<file path="src/rtl/clock_set_ctrl.sv">
// Time-setting front end for the 24h clock: debounced MODE/UP keys walk an
// hour/minute/second edit FSM that presets the BCD counters and blinks the edited field.
`timescale 1ns/1ps
module clock_set_ctrl #(
    parameter int unsigned DEB_CYCLES = 500000,
    parameter int unsigned BLINK_DIV  = 25000000
) (
    input  logic       CLK,
    input  logic       RST,
    input  logic       KEY_MODE,
    input  logic       KEY_UP,
    input  logic [3:0] CUR_QLsec,
    input  logic [2:0] CUR_QHsec,
    input  logic [3:0] CUR_QLmin,
    input  logic [2:0] CUR_QHmin,
    input  logic [3:0] CUR_QLhour,
    input  logic [1:0] CUR_QHhour,
    output logic [3:0] SET_QLsec,
    output logic [2:0] SET_QHsec,
    output logic [3:0] SET_QLmin,
    output logic [2:0] SET_QHmin,
    output logic [3:0] SET_QLhour,
    output logic [1:0] SET_QHhour,
    output logic       LOAD,
    output logic       RUN,
    output logic [5:0] BLANK
);

    localparam int unsigned DCW = (DEB_CYCLES > 2) ? $clog2(DEB_CYCLES) : 1;
    localparam int unsigned BCW = (BLINK_DIV > 2) ? $clog2(BLINK_DIV) : 1;

    typedef enum logic [2:0] {RUN_ST, ED_HOUR, ED_MIN, ED_SEC, COMMIT} state_t;

    logic [1:0]     key_raw;
    logic [1:0]     sync1;
    logic [1:0]     sync2;
    logic [1:0]     acc;
    logic [1:0]     press;
    logic [DCW-1:0] deb_cnt [2];
    logic           mode_evt;
    logic           up_evt;

    state_t         state;
    logic [BCW-1:0] blink_cnt;
    logic           blink_ph;
    logic [5:0]     edit_mask;
    logic           hr_wrap;
    logic           mn_wrap;
    logic           sc_wrap;

    assign key_raw = {KEY_UP, KEY_MODE};

    // Synchronise, debounce, and emit a single-cycle event on each accepted press
    always_ff @(posedge CLK) begin
        if (RST) begin
            sync1 <= '0;
            sync2 <= '0;
            acc   <= '0;
            press <= '0;
            for (int k = 0; k < 2; k++) deb_cnt[k] <= '0;
        end else begin
            sync1 <= key_raw;
            sync2 <= sync1;
            press <= '0;
            for (int k = 0; k < 2; k++) begin
                if (sync2[k] == acc[k]) begin
                    deb_cnt[k] <= '0;
                end else if (deb_cnt[k] == DCW'(DEB_CYCLES - 1)) begin
                    deb_cnt[k] <= '0;
                    acc[k]     <= sync2[k];
                    press[k]   <= sync2[k];
                end else begin
                    deb_cnt[k] <= deb_cnt[k] + DCW'(1);
                end
            end
        end
    end

    // MODE takes priority over a coincident UP
    assign mode_evt = press[0];
    assign up_evt   = press[1] & ~press[0];

    // Values at or beyond the field maximum (including bad snapshots) wrap to 00
    assign hr_wrap = (SET_QHhour > 2'd2) || ((SET_QHhour == 2'd2) && (SET_QLhour >= 4'd3));
    assign mn_wrap = (SET_QHmin  > 3'd5) || ((SET_QHmin  == 3'd5) && (SET_QLmin  >= 4'd9));
    assign sc_wrap = (SET_QHsec  > 3'd5) || ((SET_QHsec  == 3'd5) && (SET_QLsec  >= 4'd9));

    always_comb begin
        edit_mask = 6'b000000;
        case (state)
            ED_HOUR: edit_mask = 6'b110000;
            ED_MIN:  edit_mask = 6'b001100;
            ED_SEC:  edit_mask = 6'b000011;
            default: edit_mask = 6'b000000;
        endcase
    end

    always_ff @(posedge CLK) begin
        if (RST) begin
            state      <= RUN_ST;
            SET_QLsec  <= '0;
            SET_QHsec  <= '0;
            SET_QLmin  <= '0;
            SET_QHmin  <= '0;
            SET_QLhour <= '0;
            SET_QHhour <= '0;
            LOAD       <= 1'b0;
            RUN        <= 1'b1;
            BLANK      <= '0;
            blink_cnt  <= '0;
            blink_ph   <= 1'b0;
        end else begin
            LOAD <= 1'b0;
            case (state)
                RUN_ST: begin
                    if (mode_evt) begin
                        state      <= ED_HOUR;
                        RUN        <= 1'b0;
                        SET_QLsec  <= CUR_QLsec;
                        SET_QHsec  <= CUR_QHsec;
                        SET_QLmin  <= CUR_QLmin;
                        SET_QHmin  <= CUR_QHmin;
                        SET_QLhour <= CUR_QLhour;
                        SET_QHhour <= CUR_QHhour;
                        blink_cnt  <= '0;
                        blink_ph   <= 1'b0;
                        BLANK      <= '0;
                    end
                end
                ED_HOUR, ED_MIN, ED_SEC: begin
                    // Any key event restarts the blink with the digits shown
                    if (mode_evt || up_evt) begin
                        blink_cnt <= '0;
                        blink_ph  <= 1'b0;
                        BLANK     <= '0;
                    end else if (blink_cnt == BCW'(BLINK_DIV - 1)) begin
                        blink_cnt <= '0;
                        blink_ph  <= ~blink_ph;
                        BLANK     <= blink_ph ? 6'b000000 : edit_mask;
                    end else begin
                        blink_cnt <= blink_cnt + BCW'(1);
                    end

                    if (mode_evt) begin
                        case (state)
                            ED_HOUR: state <= ED_MIN;
                            ED_MIN:  state <= ED_SEC;
                            default: begin
                                state <= COMMIT;
                                LOAD  <= 1'b1;
                            end
                        endcase
                    end else if (up_evt) begin
                        case (state)
                            ED_HOUR: begin
                                if (hr_wrap) begin
                                    SET_QHhour <= '0;
                                    SET_QLhour <= '0;
                                end else if (SET_QLhour >= 4'd9) begin
                                    SET_QHhour <= SET_QHhour + 2'd1;
                                    SET_QLhour <= '0;
                                end else begin
                                    SET_QLhour <= SET_QLhour + 4'd1;
                                end
                            end
                            ED_MIN: begin
                                if (mn_wrap) begin
                                    SET_QHmin <= '0;
                                    SET_QLmin <= '0;
                                end else if (SET_QLmin >= 4'd9) begin
                                    SET_QHmin <= SET_QHmin + 3'd1;
                                    SET_QLmin <= '0;
                                end else begin
                                    SET_QLmin <= SET_QLmin + 4'd1;
                                end
                            end
                            default: begin
                                if (sc_wrap) begin
                                    SET_QHsec <= '0;
                                    SET_QLsec <= '0;
                                end else if (SET_QLsec >= 4'd9) begin
                                    SET_QHsec <= SET_QHsec + 3'd1;
                                    SET_QLsec <= '0;
                                end else begin
                                    SET_QLsec <= SET_QLsec + 4'd1;
                                end
                            end
                        endcase
                    end
                end
                COMMIT: begin
                    state <= RUN_ST;
                    RUN   <= 1'b1;
                end
                default: begin
                    state <= RUN_ST;
                    RUN   <= 1'b1;
                end
            endcase
        end
    end

endmodule

</file>
<file path="config.mk">
export PLATFORM = sky130hd
export DESIGN_NAME = clock_set_ctrl
export DESIGN_NICKNAME = d
export VERILOG_FILES = /design/src/rtl/clock_set_ctrl.sv
export SDC_FILE = /design/constraint.sdc
export NUM_CORES = 1
export LEC_CHECK = 0
export BUFFER_PORTS_ARGS = -buffer_cell sky130_fd_sc_hd__buf_2
export CORE_ASPECT_RATIO = 2
export CORE_MARGIN = 4
export CORE_UTILIZATION = 45
export CTS_CLUSTER_DIAMETER = 150
export DETAILED_ROUTE_END_ITERATION = 8
export GPL_TIMING_DRIVEN = 0
export PLACE_DENSITY = 0.61
export SLEW_MARGIN = 20
export SYNTH_ARGS = -nofsm -noshare
export SYNTH_HDL_FRONTEND = slang
export SYNTH_SLANG_ARGS = --single-unit
export TNS_END_PERCENT = 100
</file>
<file path="constraint.sdc">
create_clock -name CLK -period 4.7 [get_ports CLK]
set_input_delay 0.235 -clock CLK [delete_from_list [all_inputs] [get_ports CLK]]
set_output_delay 0.235 -clock CLK [all_outputs]
set_load 0.005 [all_outputs]
</file>
==> results of run 1 <==
==> per-layer routing <==
metal	up-vias	wire (um)	global-route usage
met4	0	239	0.0663
met1	2119	4480	0.186
met3	15	390	0.0289
li1	2248	-	-
met5	-	0	0
met2	79	6530	0.337
==> state kept, by name, summed over array words and instances, names as in the netlist <==
name / cells
SET_QHsec: 3
sync1: 2
press: 2
blink_cnt: 25
sync2: 2
LOAD: 1
RUN: 1
SET_QLsec: 4
blink_ph: 1
SET_QLmin: 4
SET_QHhour: 2
deb_cnt: 38
BLANK: 3
SET_QLhour: 4
SET_QHmin: 3
state: 3
acc: 2
==> synthesized netlist by cell type (all sizes together) (7+ instances only) <==
library cell,number,area share
a211oi,8,0.012
a21oi,10,0.0094
a22oi,7,0.0099
and3,18,0.021
buf,11,0.012
clkbuf,12,0.0085
dfxtp,62,0.23
edfxtp,38,0.21
ha,17,0.040
inv,24,0.017
nand2,48,0.034
nand2b,7,0.0082
nand3,29,0.027
nand4,13,0.015
nor2,99,0.070
nor3,18,0.017
o21ai,14,0.014
or4,7,0.011
xnor2,36,0.059
xor2,22,0.036
==> worst paths after layout <==
kind / start / slack (ps) / to / cells after the start
max: deb_cnt[1][0] / 2280 / deb_cnt[1][17] / 7
min: KEY_MODE / 120 / sync1[0] / 2
max reg2reg: deb_cnt[1][0] / 2280 / deb_cnt[1][17] / 7
min reg2reg: sync1[1] / 450 / sync2[1] / 1
==> area by class of cell <==
class,count,area (um^2),area share
timing repair buffer,51,255,0.0414
inverter,24,90.1,0.0146
clock buffer,12,246,0.0399
buffer,23,106,0.0172
sequential,100,2380,0.386
multi-input combinational,477,2880,0.467
tap,145,181,0.0294
clock inverter,4,26.3,0.00426
==> report_power, final <==
part           internal, uW  switching [uW]  total (uW)
sequential              915            16.1         931
combinational          25.4            34.2        59.6
clock                   373             308         681
total                  1310             358        1670
==> per-stage QoR <==
step,power [uW],area [um^2]
after floorplan,985,5460
after global placement,1010,5900
after detailed placement,1010,5900
after CTS,1690,6170
after global routing,1740,6170
final,1670,6170
==> cells by family after synthesis <==
group | after synthesis
xor+xnor | 58
buf+inv | 47
fa+ha+maj | 17
mux | 3
other cells | 1
compound gates | 74
simple gates | 287
flops | 100
==> worst max-delay path, stage by stage (launching register included) <==
cell	delay [ps]
edfxtp_1	410
ha_1	240
nand4_1	200
or4_1	520
clkbuf_1	160
nand2_1	280
buf_2	290
nor2_1	70
==> run metrics, run 1 <==
status=complete, no violations; Min Clock Period, post-route=2420 ps; Setup Fix Bufs, Post-CTS=0; initial drt markers=roughly 160; Synth Area in XOR/XNOR=0.0954; share of cells above drive strength 1=0.122; global-route usage over all layers=0.175; Routed WL=11,600 um; Site Rows=56; # diodes=0; first-pass GRT wire length=approximately 20,000 um; Max Clock Skew=around 10 ps; Syn Inst Count=approximately 590; Post-synth ARST share=0; synthesis-to-layout area growth=15.9%; total global routing overflow=0; clock root cell=clkbuf_16; Fin. Hold Viols=0; clk buf depth=2; Starting Density=0.458; final cell count without fillers=836; Final period util=0.516; drt drc=0; unrepaired setup endpoints after global routing=false; worst hold path class=primary input to register; Core Area=11,600 um^2; chip width=84.9 um; H-tree levels=3; GPL Wtd Cong=0.870; clock sink count=100; Die Area=13,700 um^2; Distinct cells, synth=roughly 60; DRT antenna net count=0; Fmax achieved=slightly above 0.4 GHz; CP Data Arrival Time=2510 ps; critical path class=register to register; worst slew pin tran=722 ps; final setup fails=0; number of port buffers=51; Synth Area in Compound Gates=0.102; Seq/Total Area, Yosys=0.447; DR WL/cell=13.9 um; slew margin rel.=0.515; Worst IR Drop VDD=about 0.00018 V; Post-Synthesis Cell Area=5320 um^2; Die Ht=162 um; top_reg_cell synth=dfxtp_1; Hold Buf Count CTS=0; Initial DRT Pass Iterations=4; Post-Synth Simple-Gate Area=0.272; Startpoint Class=register; post-DP HPWL=9010 um; via/cell ratio=5.34; CTS tree=built; total of max-cap violations=0; final max-slew violation count=0; top-level I/O count=52; crit path max fanout=10; CP Capture Type=register; Place WS=approximately 2300 ps; fillcell total=~1,200; worst setup margin=2280 ps; adder-cell share of the synthesized area=0.0400; fin util=0.531; synth warn=0; post-synthesis mux area share=0.00564; worst hold slack=115 ps; main combinational cell family by area after synthesis=simple AND/OR/NAND/NOR gates; Worst EP required=4780 ps; PostCTS Resize Cnt=0; Pleak=0.00231 uW; total vias in the final route=~4,500; Syn Area/Cell=9.07 um^2; most common cell after layout, fill and taps aside=nor2_1; number of global-route vias before repair=4,384; most frequent cells in the layout=99 x nor2_1, 62 x dfxtp_1, 58 x buf_2, 48 x nand2_1; #FFs+latches synth=100; dpl cells=820; CTS Buf Count=9; initial antenna violation count=0; Final #Nets=around 730; worst-skew pair later-pin latency=340 ps; EDFF count, synth=38; Clock transition at path regs=60 ps; final setup TNS=0 ps; PD cells=271 nW/um^2; pin count of the biggest net entering global routing=17
Power figures use the tool's default switching activity.
==> run 2: changes to the inputs <==
Clock period 4.7 ns to 2.4 ns, I/O delays scaled along.
==> run 2 against run 1 <==
  * Hold slack worse by 100 ps
  * Largest cell class unchanged
  * Sequential cell count unchanged
  * Critical path depth unchanged
==> run metrics, run 2 (synthesized netlist as in run 1, its figures left out) <==
critical path class=register to register; slowest library cell on the worst path=or4_1; Overall Power=3280 uW (+96%); status=complete, no violations; worst slew pin tran=726 ps (+3.25 ps); Die Area=13,700 um^2 (unchanged); area taken by flip-flops and latches=2380 um^2 (unchanged); Fmax achieved=0.448 GHz (+8.6%); Startpoint Class=register; H-tree levels=3 (unchanged); crit path max fanout=10 (unchanged); share of cells above drive strength 1=0.129 (+0.00793); chip width=84.9 um (unchanged); cell family with most CP delay=simple AND/OR/NAND/NOR gates; CP peak stage delay=500 ps (-20 ps); fillcell total=1,157 (-0.17%); Most flops, register=deb_cnt; final setup fails=0 (unchanged); total of max-cap violations=0 (unchanged); RR Startpoint=deb_cnt[1][0]; total vias in the final route=4,483 (+0.49%); most common cell after layout, fill and taps aside=nor2_1; Max Clock Skew=9.70 ps (-0.553 ps); initial antenna violation count=0 (unchanged); clock root cell=clkbuf_16; flop2flop setup slack=170 ps (-2110 ps); Clock transition at path regs=60 ps (about the same); hold path cells=2 (unchanged); PD cells=527 nW/um^2 (+95%); drt drc=0 (unchanged); DRT antenna net count=0 (unchanged); Worst EP required=2480 ps (-2300 ps); Largest regs=deb_cnt x38, blink_cnt x25; dpl cells=820 (unchanged); CTS Buf Count=9 (unchanged); via/cell ratio=5.34 (about the same); Worst R2R Path Depth=7 (unchanged); first-pass GRT wire length=19,900 um (about the same); fin util=0.535 (+0.00430); Min Clock Period, post-route=2230 ps (-192 ps); Initial DRT Pass Iterations=4 (unchanged); Finished Cell Area=6220 um^2 (+0.81%); worst hold path class=primary input to register; final cell count without fillers=840 (+0.48%); total global routing overflow=0 (unchanged); final max-slew violation count=0 (unchanged); top-level I/O count=52 (unchanged); global-route usage over all layers=0.175 (unchanged); Largest register FFs=38 (unchanged); worst path cell trace=ha_1, nand4_1, or4_1, clkbuf_1, nand2_2, clkbuf_4, nor2_1; pin count of the biggest net entering global routing=17 (unchanged); worst-skew pair later-pin latency=330 ps (about the same); Routed WL=11,700 um (+0.21%); post-DP HPWL=9010 um (unchanged); Worst IR Drop VDD=0.000356 V (+96%); GPL Wtd Cong=0.870 (unchanged); CTS tree=built; # diodes=0 (unchanged); unrepaired setup endpoints after global routing=false; Starting Density=0.458 (unchanged); Final #Nets=731 (+0.55%); number of port buffers=51 (unchanged); CP Data Arrival Time=2310 ps (-200 ps); area occupied by multi-input gates=2900 um^2 (+0.52%); initial drt markers=152 (-2.6%); CP Capture Type=register; slew margin rel.=0.512 (-0.00218); Core Area=11,600 um^2 (unchanged); final setup TNS=0 ps (unchanged); clock sink count=100 (unchanged); number of global-route vias before repair=4,387 (+0.068%); Fin. Hold Viols=0 (unchanged); Final period util=0.930 (+0.414); most frequent cells in the layout=99 x nor2_1, 62 x dfxtp_1, 57 x buf_2, 46 x nand2_1; clk buf depth=2 (unchanged); Placed Area=5900 um^2 (unchanged); r2r endpoint=deb_cnt[1][14]; WHS Endpoint=sync1[1]; synthesis-to-layout area growth=16.9%; WP buf/inv=2 (unchanged); min-delay src=KEY_UP; Die Ht=162 um (unchanged); Site Rows=56 (unchanged); DR WL/cell=13.9 um (-0.27%); Pleak=0.00233 uW (+0.96%)
==> run 2: cell count changes in the layout (fill, tap and decap cells not counted), sizes merged <==
cell	previous run	this run
clkbuf	24	25
dlygate4sd3	0	1
buf	62	64
==> run 2: worst max path at each step <==
stage,from,end,slack [ps],cells past startpoint
6_report,deb_cnt[1][0],deb_cnt[1][14],170,7
5_1_grt,state[1],SET_QLmin[3],6,7
4_1_cts,deb_cnt[1][10],deb_cnt[1][17],60,7
3_5_place_dp,deb_cnt[1][10],deb_cnt[1][12],-40,7
3_3_place_gp,deb_cnt[1][10],deb_cnt[1][13],9,7
2_1_floorplan,deb_cnt[1][10],deb_cnt[1][10],330,7
==> run 2: repair_timing <==
| action | CTS | global route |
|---|---|---|
| endpoints found under the hold margin | 1 | 0 |
| pin swaps | 0 | 1 |
| buffers inserted | 0 | 3 |
| gates resized for setup | 1 | 4 |
| hold buffers | 1 | 0 |
| setup endpoints to repair | 10 | 21 |
==> run 2: layer usage <==
layer	share of wire	vias up	global-route usage
met5	0	-	0
met2	0.56	68	0.337
met1	0.39	2140	0.187
met4	0.022	0	0.0663
met3	0.027	18	0.0279
li1	-	2257	-
==> run 2: cell type report <==
cell class / instances / area share
Buffer: 23 / 0.0175
Clock buffer: 12 / 0.0396
Multi-Input combinational cell: 477 / 0.466
Sequential cell: 100 / 0.383
Tap cell: 145 / 0.0292
Timing Repair Buffer: 55 / 0.0462
Clock inverter: 4 / 0.00422
Inverter: 24 / 0.0145
==> run 2: where the power goes <==
| part | total, uW | leakage, uW | internal (uW) | switching [uW] |
|---|---|---|---|---|
| clock network | 1330 | 0.000133 | 731 | 603 |
| logic | 121 | 0.00131 | 53.0 | 68.2 |
| registers | 1820 | 0.000892 | 1790 | 31.3 |
| total | 3280 | 0.00233 | 2580 | 702 |
==> run 2: stage by stage <==
stage,hold slack (ps),worst slack (ps)
final,12.6,168
after CTS,8.09,56.0
after floorplan,248,331
after global routing,13.7,5.63
after global placement,351,8.52
after detailed placement,339,-38.2
==> run 2: worst register-to-register path: cells and delay by family, from the launching register on <==
kind	cells	cell delay (ps)
AND/OR/NAND/NOR	4	920
buffers and inverters	2	410
flip-flops	1	410
adder cells (fa/ha/maj)	1	240
